## src/rtl/bsg_dmc_ui_arbiter_if.sv

```systemverilog
// rtl/bsg_dmc_ui_arbiter_if.sv - requester-side and DMC-side UI port bundles for the arbiter
interface bsg_dmc_ui_req_if #(
    parameter int ui_addr_width_p = 28,
    parameter int ui_data_width_p = 32
);
    localparam int mask_width_lp = ui_data_width_p >> 3;

    logic [1:0][ui_addr_width_p-1:0] req_app_addr_i;
    logic [1:0][2:0]                 req_app_cmd_i;
    logic [1:0]                      req_app_en_i;
    logic [1:0]                      req_app_rdy_o;

    logic [1:0]                      req_app_wdf_wren_i;
    logic [1:0][ui_data_width_p-1:0] req_app_wdf_data_i;
    logic [1:0][mask_width_lp-1:0]   req_app_wdf_mask_i;
    logic [1:0]                      req_app_wdf_end_i;
    logic [1:0]                      req_app_wdf_rdy_o;

    logic [1:0]                      req_app_rd_data_valid_o;
    logic [1:0][ui_data_width_p-1:0] req_app_rd_data_o;
    logic [1:0]                      req_app_rd_data_end_o;

    modport slave (
        input  req_app_addr_i, req_app_cmd_i, req_app_en_i,
        input  req_app_wdf_wren_i, req_app_wdf_data_i, req_app_wdf_mask_i, req_app_wdf_end_i,
        output req_app_rdy_o, req_app_wdf_rdy_o,
        output req_app_rd_data_valid_o, req_app_rd_data_o, req_app_rd_data_end_o
    );

    modport master (
        output req_app_addr_i, req_app_cmd_i, req_app_en_i,
        output req_app_wdf_wren_i, req_app_wdf_data_i, req_app_wdf_mask_i, req_app_wdf_end_i,
        input  req_app_rdy_o, req_app_wdf_rdy_o,
        input  req_app_rd_data_valid_o, req_app_rd_data_o, req_app_rd_data_end_o
    );
endinterface

interface bsg_dmc_ui_app_if #(
    parameter int ui_addr_width_p = 28,
    parameter int ui_data_width_p = 32
);
    localparam int mask_width_lp = ui_data_width_p >> 3;

    logic [ui_addr_width_p-1:0] app_addr_o;
    logic [2:0]                 app_cmd_o;
    logic                       app_en_o;
    logic                       app_rdy_i;

    logic                       app_wdf_wren_o;
    logic [ui_data_width_p-1:0] app_wdf_data_o;
    logic [mask_width_lp-1:0]   app_wdf_mask_o;
    logic                       app_wdf_end_o;
    logic                       app_wdf_rdy_i;

    logic                       app_rd_data_valid_i;
    logic [ui_data_width_p-1:0] app_rd_data_i;
    logic                       app_rd_data_end_i;

    modport master (
        output app_addr_o, app_cmd_o, app_en_o,
        input  app_rdy_i,
        output app_wdf_wren_o, app_wdf_data_o, app_wdf_mask_o, app_wdf_end_o,
        input  app_wdf_rdy_i,
        input  app_rd_data_valid_i, app_rd_data_i, app_rd_data_end_i
    );

    modport slave (
        input  app_addr_o, app_cmd_o, app_en_o,
        output app_rdy_i,
        input  app_wdf_wren_o, app_wdf_data_o, app_wdf_mask_o, app_wdf_end_o,
        output app_wdf_rdy_i,
        output app_rd_data_valid_i, app_rd_data_i, app_rd_data_end_i
    );
endinterface

```

## src/rtl/bsg_dmc_ui_arbiter.sv

```systemverilog
// rtl/bsg_dmc_ui_arbiter.sv - round-robin command arbiter with write-burst lock and read tag routing
module bsg_dmc_ui_arbiter #(
    parameter int ui_addr_width_p = 28,
    parameter int ui_data_width_p = 32,
    parameter int ui_burst_len_p  = 2,
    parameter int rd_tag_depth_p  = 8,
    localparam int mask_width_lp  = ui_data_width_p >> 3,
    localparam int cnt_width_lp   = $clog2(rd_tag_depth_p + 1),
    localparam int ptr_width_lp   = $clog2(rd_tag_depth_p),
    localparam int beat_width_lp  = $clog2(ui_burst_len_p + 1)
) (
    input  logic                    clk_i,
    input  logic                    reset_n_i,
    bsg_dmc_ui_req_if.slave         req,
    bsg_dmc_ui_app_if.master        app,
    output logic [cnt_width_lp-1:0] rd_outstanding_o,
    output logic                    error_o
);
    localparam logic [2:0] cmd_write_lp = 3'b000;
    localparam logic [2:0] cmd_read_lp  = 3'b001;

    typedef enum logic [1:0] {IDLE, LOCK, WDATA} state_e;

    state_e                    state_q, state_d;
    logic                      owner_q, owner_d;
    logic                      last_q, last_d;
    logic [beat_width_lp-1:0]  beat_q, beat_d;
    logic [rd_tag_depth_p-1:0] tag_mem_q, tag_mem_d;
    logic [ptr_width_lp-1:0]   rd_ptr_q, rd_ptr_d;
    logic [ptr_width_lp-1:0]   wr_ptr_q, wr_ptr_d;
    logic [cnt_width_lp-1:0]   count_q, count_d;
    logic                      error_q, error_d;

    logic pref, grant, blk, cmd_phase, wdf_phase, accept, push, pop;
    logic is_read, is_write, fifo_full, fifo_empty, head, beat_fire, last_beat;

    logic [ui_addr_width_p-1:0] cmd_addr;
    logic [ui_data_width_p-1:0] wdf_data;
    logic [mask_width_lp-1:0]   wdf_mask;

    assign fifo_full  = (count_q == cnt_width_lp'(rd_tag_depth_p));
    assign fifo_empty = (count_q == '0);
    assign head       = tag_mem_q[rd_ptr_q];

    // LOCK pins the grant to the stalled owner so its command cannot be pre-empted.
    always_comb begin
        pref = ~last_q;
        if (state_q == LOCK)                 grant = owner_q;
        else if (req.req_app_en_i[pref])     grant = pref;
        else if (req.req_app_en_i[~pref])    grant = ~pref;
        else                                 grant = pref;
    end

    assign is_read   = (req.req_app_cmd_i[grant] == cmd_read_lp);
    assign is_write  = (req.req_app_cmd_i[grant] == cmd_write_lp);
    assign blk       = fifo_full & is_read;
    assign cmd_phase = reset_n_i & (state_q != WDATA);
    assign wdf_phase = reset_n_i & (state_q == WDATA);

    assign cmd_addr = req.req_app_addr_i[grant];
    assign wdf_data = req.req_app_wdf_data_i[owner_q];
    assign wdf_mask = req.req_app_wdf_mask_i[owner_q];

    always_comb begin
        app.app_addr_o     = cmd_addr;
        app.app_cmd_o      = req.req_app_cmd_i[grant];
        app.app_en_o       = cmd_phase & req.req_app_en_i[grant] & ~blk;
        req.req_app_rdy_o  = '0;
        if (cmd_phase) req.req_app_rdy_o[grant] = app.app_rdy_i & ~blk;

        app.app_wdf_wren_o    = wdf_phase & req.req_app_wdf_wren_i[owner_q];
        app.app_wdf_data_o    = wdf_data;
        app.app_wdf_mask_o    = wdf_mask;
        app.app_wdf_end_o     = req.req_app_wdf_end_i[owner_q];
        req.req_app_wdf_rdy_o = '0;
        if (wdf_phase) req.req_app_wdf_rdy_o[owner_q] = app.app_wdf_rdy_i;

        // Read data is broadcast; only valid/end are steered by the tag at the FIFO head.
        req.req_app_rd_data_o[0]     = app.app_rd_data_i;
        req.req_app_rd_data_o[1]     = app.app_rd_data_i;
        req.req_app_rd_data_valid_o  = '0;
        req.req_app_rd_data_end_o    = '0;
        if (reset_n_i && !fifo_empty) begin
            req.req_app_rd_data_valid_o[head] = app.app_rd_data_valid_i;
            req.req_app_rd_data_end_o[head]   = app.app_rd_data_end_i;
        end
    end

    assign accept    = app.app_en_o & app.app_rdy_i;
    assign push      = accept & is_read;
    assign pop       = app.app_rd_data_valid_i & app.app_rd_data_end_i & ~fifo_empty;
    assign beat_fire = app.app_wdf_wren_o & app.app_wdf_rdy_i;
    assign last_beat = (beat_q == beat_width_lp'(ui_burst_len_p - 1));

    always_comb begin
        state_d = state_q;
        owner_d = owner_q;
        last_d  = last_q;
        beat_d  = beat_q;
        case (state_q)
            IDLE, LOCK: begin
                if (state_q == LOCK && !req.req_app_en_i[owner_q]) begin
                    state_d = IDLE;
                end else if (accept) begin
                    last_d = grant;
                    if (is_write) begin
                        owner_d = grant;
                        beat_d  = '0;
                        state_d = WDATA;
                    end else begin
                        state_d = IDLE;
                    end
                end else if (app.app_en_o || blk) begin
                    owner_d = grant;
                    state_d = LOCK;
                end
            end
            WDATA: begin
                if (beat_fire) begin
                    beat_d = beat_q + 1'b1;
                    if (last_beat) state_d = IDLE;
                end
            end
            default: state_d = IDLE;
        endcase
    end

    always_comb begin
        tag_mem_d = tag_mem_q;
        wr_ptr_d  = wr_ptr_q;
        rd_ptr_d  = rd_ptr_q;
        if (push) begin
            tag_mem_d[wr_ptr_q] = grant;
            wr_ptr_d = (wr_ptr_q == ptr_width_lp'(rd_tag_depth_p - 1)) ? '0 : wr_ptr_q + 1'b1;
        end
        if (pop) begin
            rd_ptr_d = (rd_ptr_q == ptr_width_lp'(rd_tag_depth_p - 1)) ? '0 : rd_ptr_q + 1'b1;
        end
        count_d = count_q + cnt_width_lp'(push) - cnt_width_lp'(pop);
        error_d = error_q | (app.app_rd_data_valid_i & fifo_empty);
    end

    always_ff @(posedge clk_i or negedge reset_n_i) begin
        if (!reset_n_i) begin
            state_q   <= IDLE;
            owner_q   <= 1'b0;
            last_q    <= 1'b1;
            beat_q    <= '0;
            tag_mem_q <= '0;
            rd_ptr_q  <= '0;
            wr_ptr_q  <= '0;
            count_q   <= '0;
            error_q   <= 1'b0;
        end else begin
            state_q   <= state_d;
            owner_q   <= owner_d;
            last_q    <= last_d;
            beat_q    <= beat_d;
            tag_mem_q <= tag_mem_d;
            rd_ptr_q  <= rd_ptr_d;
            wr_ptr_q  <= wr_ptr_d;
            count_q   <= count_d;
            error_q   <= error_d;
        end
    end

    assign rd_outstanding_o = count_q;
    assign error_o          = error_q;
endmodule
```

## src/flat_wrapper.sv

```systemverilog
// flat-port wrapper written by rule: the top's interface ports become plain ports
module bsg_dmc_ui_arbiter_flat 
#(
    parameter int ui_addr_width_p = 28,
    parameter int ui_data_width_p = 32,
    parameter int ui_burst_len_p  = 2,
    parameter int rd_tag_depth_p  = 8,
    localparam int mask_width_lp  = ui_data_width_p >> 3,
    localparam int cnt_width_lp   = $clog2(rd_tag_depth_p + 1),
    localparam int ptr_width_lp   = $clog2(rd_tag_depth_p),
    localparam int beat_width_lp  = $clog2(ui_burst_len_p + 1)
)
  (clk_i, reset_n_i, rd_outstanding_o, error_o, req_req_app_addr_i, req_req_app_cmd_i, req_req_app_en_i, req_req_app_wdf_wren_i, req_req_app_wdf_data_i, req_req_app_wdf_mask_i, req_req_app_wdf_end_i, req_req_app_rdy_o, req_req_app_wdf_rdy_o, req_req_app_rd_data_valid_o, req_req_app_rd_data_o, req_req_app_rd_data_end_o, app_app_addr_o, app_app_cmd_o, app_app_en_o, app_app_rdy_i, app_app_wdf_wren_o, app_app_wdf_data_o, app_app_wdf_mask_o, app_app_wdf_end_o, app_app_wdf_rdy_i, app_app_rd_data_valid_i, app_app_rd_data_i, app_app_rd_data_end_i);
  bsg_dmc_ui_req_if #(.ui_addr_width_p(ui_addr_width_p), .ui_data_width_p(ui_data_width_p)) req_i ();
  bsg_dmc_ui_app_if #(.ui_addr_width_p(ui_addr_width_p), .ui_data_width_p(ui_data_width_p)) app_i ();
  input  logic clk_i;
  input  logic reset_n_i;
  output logic [cnt_width_lp-1:0] rd_outstanding_o;
  output logic error_o;
  input wire logic [$bits(req_i.req_app_addr_i)-1:0] req_req_app_addr_i;
  input wire logic [$bits(req_i.req_app_cmd_i)-1:0] req_req_app_cmd_i;
  input wire logic [$bits(req_i.req_app_en_i)-1:0] req_req_app_en_i;
  input wire logic [$bits(req_i.req_app_wdf_wren_i)-1:0] req_req_app_wdf_wren_i;
  input wire logic [$bits(req_i.req_app_wdf_data_i)-1:0] req_req_app_wdf_data_i;
  input wire logic [$bits(req_i.req_app_wdf_mask_i)-1:0] req_req_app_wdf_mask_i;
  input wire logic [$bits(req_i.req_app_wdf_end_i)-1:0] req_req_app_wdf_end_i;
  output wire logic [$bits(req_i.req_app_rdy_o)-1:0] req_req_app_rdy_o;
  output wire logic [$bits(req_i.req_app_wdf_rdy_o)-1:0] req_req_app_wdf_rdy_o;
  output wire logic [$bits(req_i.req_app_rd_data_valid_o)-1:0] req_req_app_rd_data_valid_o;
  output wire logic [$bits(req_i.req_app_rd_data_o)-1:0] req_req_app_rd_data_o;
  output wire logic [$bits(req_i.req_app_rd_data_end_o)-1:0] req_req_app_rd_data_end_o;
  output wire logic [$bits(app_i.app_addr_o)-1:0] app_app_addr_o;
  output wire logic [$bits(app_i.app_cmd_o)-1:0] app_app_cmd_o;
  output wire logic [$bits(app_i.app_en_o)-1:0] app_app_en_o;
  input wire logic [$bits(app_i.app_rdy_i)-1:0] app_app_rdy_i;
  output wire logic [$bits(app_i.app_wdf_wren_o)-1:0] app_app_wdf_wren_o;
  output wire logic [$bits(app_i.app_wdf_data_o)-1:0] app_app_wdf_data_o;
  output wire logic [$bits(app_i.app_wdf_mask_o)-1:0] app_app_wdf_mask_o;
  output wire logic [$bits(app_i.app_wdf_end_o)-1:0] app_app_wdf_end_o;
  input wire logic [$bits(app_i.app_wdf_rdy_i)-1:0] app_app_wdf_rdy_i;
  input wire logic [$bits(app_i.app_rd_data_valid_i)-1:0] app_app_rd_data_valid_i;
  input wire logic [$bits(app_i.app_rd_data_i)-1:0] app_app_rd_data_i;
  input wire logic [$bits(app_i.app_rd_data_end_i)-1:0] app_app_rd_data_end_i;
  assign req_i.req_app_addr_i = req_req_app_addr_i;
  assign req_i.req_app_cmd_i = req_req_app_cmd_i;
  assign req_i.req_app_en_i = req_req_app_en_i;
  assign req_i.req_app_wdf_wren_i = req_req_app_wdf_wren_i;
  assign req_i.req_app_wdf_data_i = req_req_app_wdf_data_i;
  assign req_i.req_app_wdf_mask_i = req_req_app_wdf_mask_i;
  assign req_i.req_app_wdf_end_i = req_req_app_wdf_end_i;
  assign req_req_app_rdy_o = req_i.req_app_rdy_o;
  assign req_req_app_wdf_rdy_o = req_i.req_app_wdf_rdy_o;
  assign req_req_app_rd_data_valid_o = req_i.req_app_rd_data_valid_o;
  assign req_req_app_rd_data_o = req_i.req_app_rd_data_o;
  assign req_req_app_rd_data_end_o = req_i.req_app_rd_data_end_o;
  assign app_app_addr_o = app_i.app_addr_o;
  assign app_app_cmd_o = app_i.app_cmd_o;
  assign app_app_en_o = app_i.app_en_o;
  assign app_i.app_rdy_i = app_app_rdy_i;
  assign app_app_wdf_wren_o = app_i.app_wdf_wren_o;
  assign app_app_wdf_data_o = app_i.app_wdf_data_o;
  assign app_app_wdf_mask_o = app_i.app_wdf_mask_o;
  assign app_app_wdf_end_o = app_i.app_wdf_end_o;
  assign app_i.app_wdf_rdy_i = app_app_wdf_rdy_i;
  assign app_i.app_rd_data_valid_i = app_app_rd_data_valid_i;
  assign app_i.app_rd_data_i = app_app_rd_data_i;
  assign app_i.app_rd_data_end_i = app_app_rd_data_end_i;
  bsg_dmc_ui_arbiter #(.ui_addr_width_p(ui_addr_width_p), .ui_data_width_p(ui_data_width_p), .ui_burst_len_p(ui_burst_len_p), .rd_tag_depth_p(rd_tag_depth_p)) u_core (.clk_i(clk_i), .reset_n_i(reset_n_i), .req(req_i), .app(app_i), .rd_outstanding_o(rd_outstanding_o), .error_o(error_o));
endmodule
```

## config.mk

```make
export PLATFORM = sky130hd
export DESIGN_NAME = bsg_dmc_ui_arbiter_flat
export DESIGN_NICKNAME = d
export VERILOG_FILES = /design/src/rtl/bsg_dmc_ui_arbiter_if.sv /design/src/rtl/bsg_dmc_ui_arbiter.sv /design/src/flat_wrapper.sv
export SDC_FILE = /design/constraint.sdc
export NUM_CORES = 1
export LEC_CHECK = 0
export CAP_MARGIN = 15
export CELL_PAD_IN_SITES_DETAIL_PLACEMENT = 2
export CELL_PAD_IN_SITES_GLOBAL_PLACEMENT = 2
export CORE_MARGIN = 2
export CORE_UTILIZATION = 13
export DETAILED_ROUTE_END_ITERATION = 12
export GPL_ROUTABILITY_DRIVEN = 0
export HOLD_SLACK_MARGIN = 0.08
export PLACE_DENSITY = 0.77
export SLEW_MARGIN = 20
export SYNTH_ARGS = -nofsm -noshare
export SYNTH_HDL_FRONTEND = slang
export SYNTH_SLANG_ARGS = --single-unit
```

## constraint.sdc

```tcl
create_clock -name clk_i -period 2.9 [get_ports clk_i]
set_clock_uncertainty 0.15 [all_clocks]
set_input_delay 0.29 -clock clk_i [delete_from_list [all_inputs] [get_ports clk_i]]
set_output_delay 0.29 -clock clk_i [all_outputs]
set_load 0.03 [all_outputs]
```

==> metrics.log <==
INFO  metric status = completed
INFO  metric dp.final_hpwl = 13500 um
INFO  metric worst_setup_path_end_kind = primary output
INFO  metric grt_first_pass_wirelength = roughly 21000 um
INFO  metric clkSinkCount = 25
INFO  metric cts_tree = built
INFO  metric layout.cells.most_common_list = 188 x sky130_fd_sc_hd__clkdlybuf4s50_1, 100 x sky130_fd_sc_hd__nand2_1, 49 x sky130_fd_sc_hd__mux2_2
INFO  metric fin_nets = 744
INFO  metric portBuffers = roughly 230
INFO  metric cellLeakagePower = 2.56 nW
INFO  metric vias = 3338
INFO  metric via_count_of_the_first_global_routing_pass = about 3600
INFO  metric hold_path.class = in -> async
INFO  metric synthToLayoutAreaGrowth = 80.9%
INFO  metric timing.final.crit_period = between 2 and 3 ns
INFO  metric fmaxAchievable = between 0.3 and 0.4 GHz
INFO  metric synth.ff_latch_count = 25
INFO  metric post-route-period-util = 0.962
INFO  metric synth_top_flop_cell = sky130_fd_sc_hd__dfrtp_1
INFO  metric floorplan.core_area = approximately 0.023 mm^2
INFO  metric critical_path_arrival = about 2.4 ns
INFO  metric dr.pass1.iters = 4
INFO  metric row_count = 56
INFO  metric synth.avg_cell_area = 7.98 um^2
INFO  metric detail-route-antenna-nets = 0
INFO  metric reg2reg_from = u_core.rd_outstanding_o[2]
INFO  metric detail_route.wl_per_cell = 17.6 um
INFO  metric cts-root-buf = sky130_fd_sc_hd__clkbuf_16
INFO  metric tightest_slew = 0.434 ns
INFO  metric first_iter_violations = ~100
INFO  metric r2r_end = u_core.rd_outstanding_o[1]
INFO  metric worst-r2r-cell-count = 11
INFO  metric viasPerCell = ~3.8
INFO  metric io_pins = approximately 330
INFO  metric synthesis_warning_total = 0
INFO  metric grt.overflow.total = 0
INFO  metric post_cts.repair.setup_buffers = 0
INFO  metric slew_hr = 0.711
INFO  metric htree_levels = 1
INFO  metric cts-buffers-inserted = 3
INFO  metric leading_cell_type_in_the_layout_fill_and_taps_excluded = sky130_fd_sc_hd__clkdlybuf4s50_1
INFO  metric postCtsResizedCells = 0
INFO  metric wirelength_met1 = ~5300 um
INFO  metric setup-violations-final = 0
INFO  metric numPlacedInstances = approximately 870
INFO  metric timing.critical_path.required = around 2.5 ns
INFO  metric syn-instance-count = roughly 390
INFO  metric syn-num-nets = about 580
INFO  metric met2WireLength = around 8600 um
INFO  metric synth_edf_count = 0
INFO  metric synth_seq_area_share = 0.204
INFO  metric worst_setup_path_startpoint = u_core.owner_q
INFO  metric setup.reg_to_reg.worst_slack = just under 0.3 ns
INFO  metric clkTransAtPathRegs = around 0.070 ns
INFO  metric synth_cell_type_count = 55
INFO  metric critical_path.max_fanout = 27
INFO  metric powerDensity = 842 mW/mm^2
INFO  metric final_hold_viol_count = 0
INFO  metric fp.dieH = 158 um
INFO  metric cts_buffer_depth = 2
INFO  metric route.top_layer_used = met4
INFO  metric grt_max_degree = 34
INFO  metric drv_cap = 0
INFO  metric detail_route.drc_violations = 0
INFO  metric final_layout_size_suffix_gt1_frac = 0.183
INFO  metric vdd_ir_drop_max = approximately 250 uV
INFO  metric routed-wl-met3 = approximately 1200 um
INFO  metric worst_skew_pair.late_latency = approximately 0.26 ns
INFO  metric postSynth.asyncResetShare = 1.00
INFO  metric start_util = 0.132
INFO  metric grt.total_usage = 0.114
INFO  metric syn_area = 0.00307 mm^2
INFO  metric die_width = approximately 160 um
INFO  metric finalCoreUtilization = 0.238
INFO  metric routed_wirelength = around 15000 um
INFO  metric die_area = between 0.02 and 0.025 mm^2
INFO  metric setup_repair_after_global_routing_missed_its_margin = no
INFO  metric antenna_violations_before_repair = 1
INFO  metric post_layout_nonfiller_instances = between 800 and 900
INFO  metric timing.critical_path.from_type = flip-flop
INFO  metric finalMaxSlewViolations = 0
INFO  metric holdBufCountCts = 0
INFO  metric setup.worst_path.class = reg -> out
## Yosys cell counts (5+ instances only)
cell                         n  share of area
sky130_fd_sc_hd__a21oi_1     9          0.015
sky130_fd_sc_hd__buf_4      65           0.16
sky130_fd_sc_hd__clkbuf_1   11          0.013
sky130_fd_sc_hd__dfrtp_1    24           0.20
sky130_fd_sc_hd__ha_1       11          0.045
sky130_fd_sc_hd__inv_1      15          0.018
sky130_fd_sc_hd__mux2_2     49           0.18
sky130_fd_sc_hd__nand2_1   100           0.12
sky130_fd_sc_hd__nand3_1    12          0.020
sky130_fd_sc_hd__nor2_1     16          0.020
sky130_fd_sc_hd__o21ai_0     5         0.0081
## worst max-delay path, cell delays in order (launching register included)
cell and delay [ns]:
sky130_fd_sc_hd__dfrtp_2 0.48, sky130_fd_sc_hd__inv_1 0.16, sky130_fd_sc_hd__nand3_1 0.22, sky130_fd_sc_hd__nand2_1 0.22, sky130_fd_sc_hd__buf_12 0.20, sky130_fd_sc_hd__nand2_1 0.07
sky130_fd_sc_hd__nand2_1 0.06, sky130_fd_sc_hd__clkdlybuf4s50_1 0.67
## per-layer routing
layer,up-vias,global-route usage
li1,1572,-
met1,1612,0.113
met2,124,0.231
met3,30,0.0312
met4,0,0.0281
met5,-,0
## metrics by stage
stage / hold WS, ns / total power [mW] / setup WS [ns] / TNS (ns) / area, um^2
2_1_floorplan: -0.156 / 2.93 / 0.139 / 0 / 3070
3_3_place_gp: 0.324 / 4.38 / 0.0771 / 0 / 5400
3_5_place_dp: 0.327 / 4.48 / -0.0362 / -0.0617 / 5400
4_1_cts: 0.327 / 4.82 / 0.00555 / 0 / 5480
5_1_grt: 0.328 / 5.03 / 0.00748 / 0 / 5560
6_report: 0.310 / 4.68 / 0.109 / 0 / 5560
## worst max path at each step
| stage | depth (start not counted) | endpoint | slack (ns) |
|---|---|---|---|
| floorplan | 6 | app_app_en_o | 0.14 |
| global placement | 8 | app_app_addr_o[19] | 0.08 |
| detailed placement | 10 | u_core.rd_outstanding_o[1] | -0.04 |
| CTS | 7 | app_app_addr_o[18] | 0.006 |
| global route | 7 | app_app_addr_o[0] | 0.007 |
| finish | 7 | app_app_addr_o[0] | 0.11 |
## where the power goes
group | switching [mW] | leakage (nW) | internal [mW]
combinational | 2.09 | 2.21 | 1.62
clock | 0.134 | 0.0371 | 0.188
sequential | 0.172 | 0.308 | 0.477
## cells by family after synthesis
group | synth area share
simple gates | 0.234
mux | 0.218
fa+ha+maj | 0.0513
flops | 0.204
compound gates | 0.0884
xor+xnor | 0.00570
buf+inv | 0.199
## final cells by class
| cell class | instances | area [um^2] |
|---|---|---|
| Antenna cell | 1 | 2.50 |
| Tap cell | 319 | 399 |
| Inverter | 15 | 56.3 |
| Timing Repair Buffer | 246 | 2540 |
| Multi-Input combinational cell | 263 | 1850 |
| Fill cell | 2638 | 17800 |
| Clock inverter | 1 | 7.51 |
| Sequential cell | 25 | 629 |
| Clock buffer | 3 | 75.1 |
## sequential cells by signal, indices dropped and copies added, names as in the netlist
register	count
u_core.error_o	1
u_core.last_q	1
u_core.tag_mem_q	8
u_core.rd_ptr_q	3
u_core.wr_ptr_q	3
u_core.state_q	2
u_core.beat_q	2
u_core.rd_outstanding_o	4
u_core.owner_q	1
(Power assumes the default switching activity.)
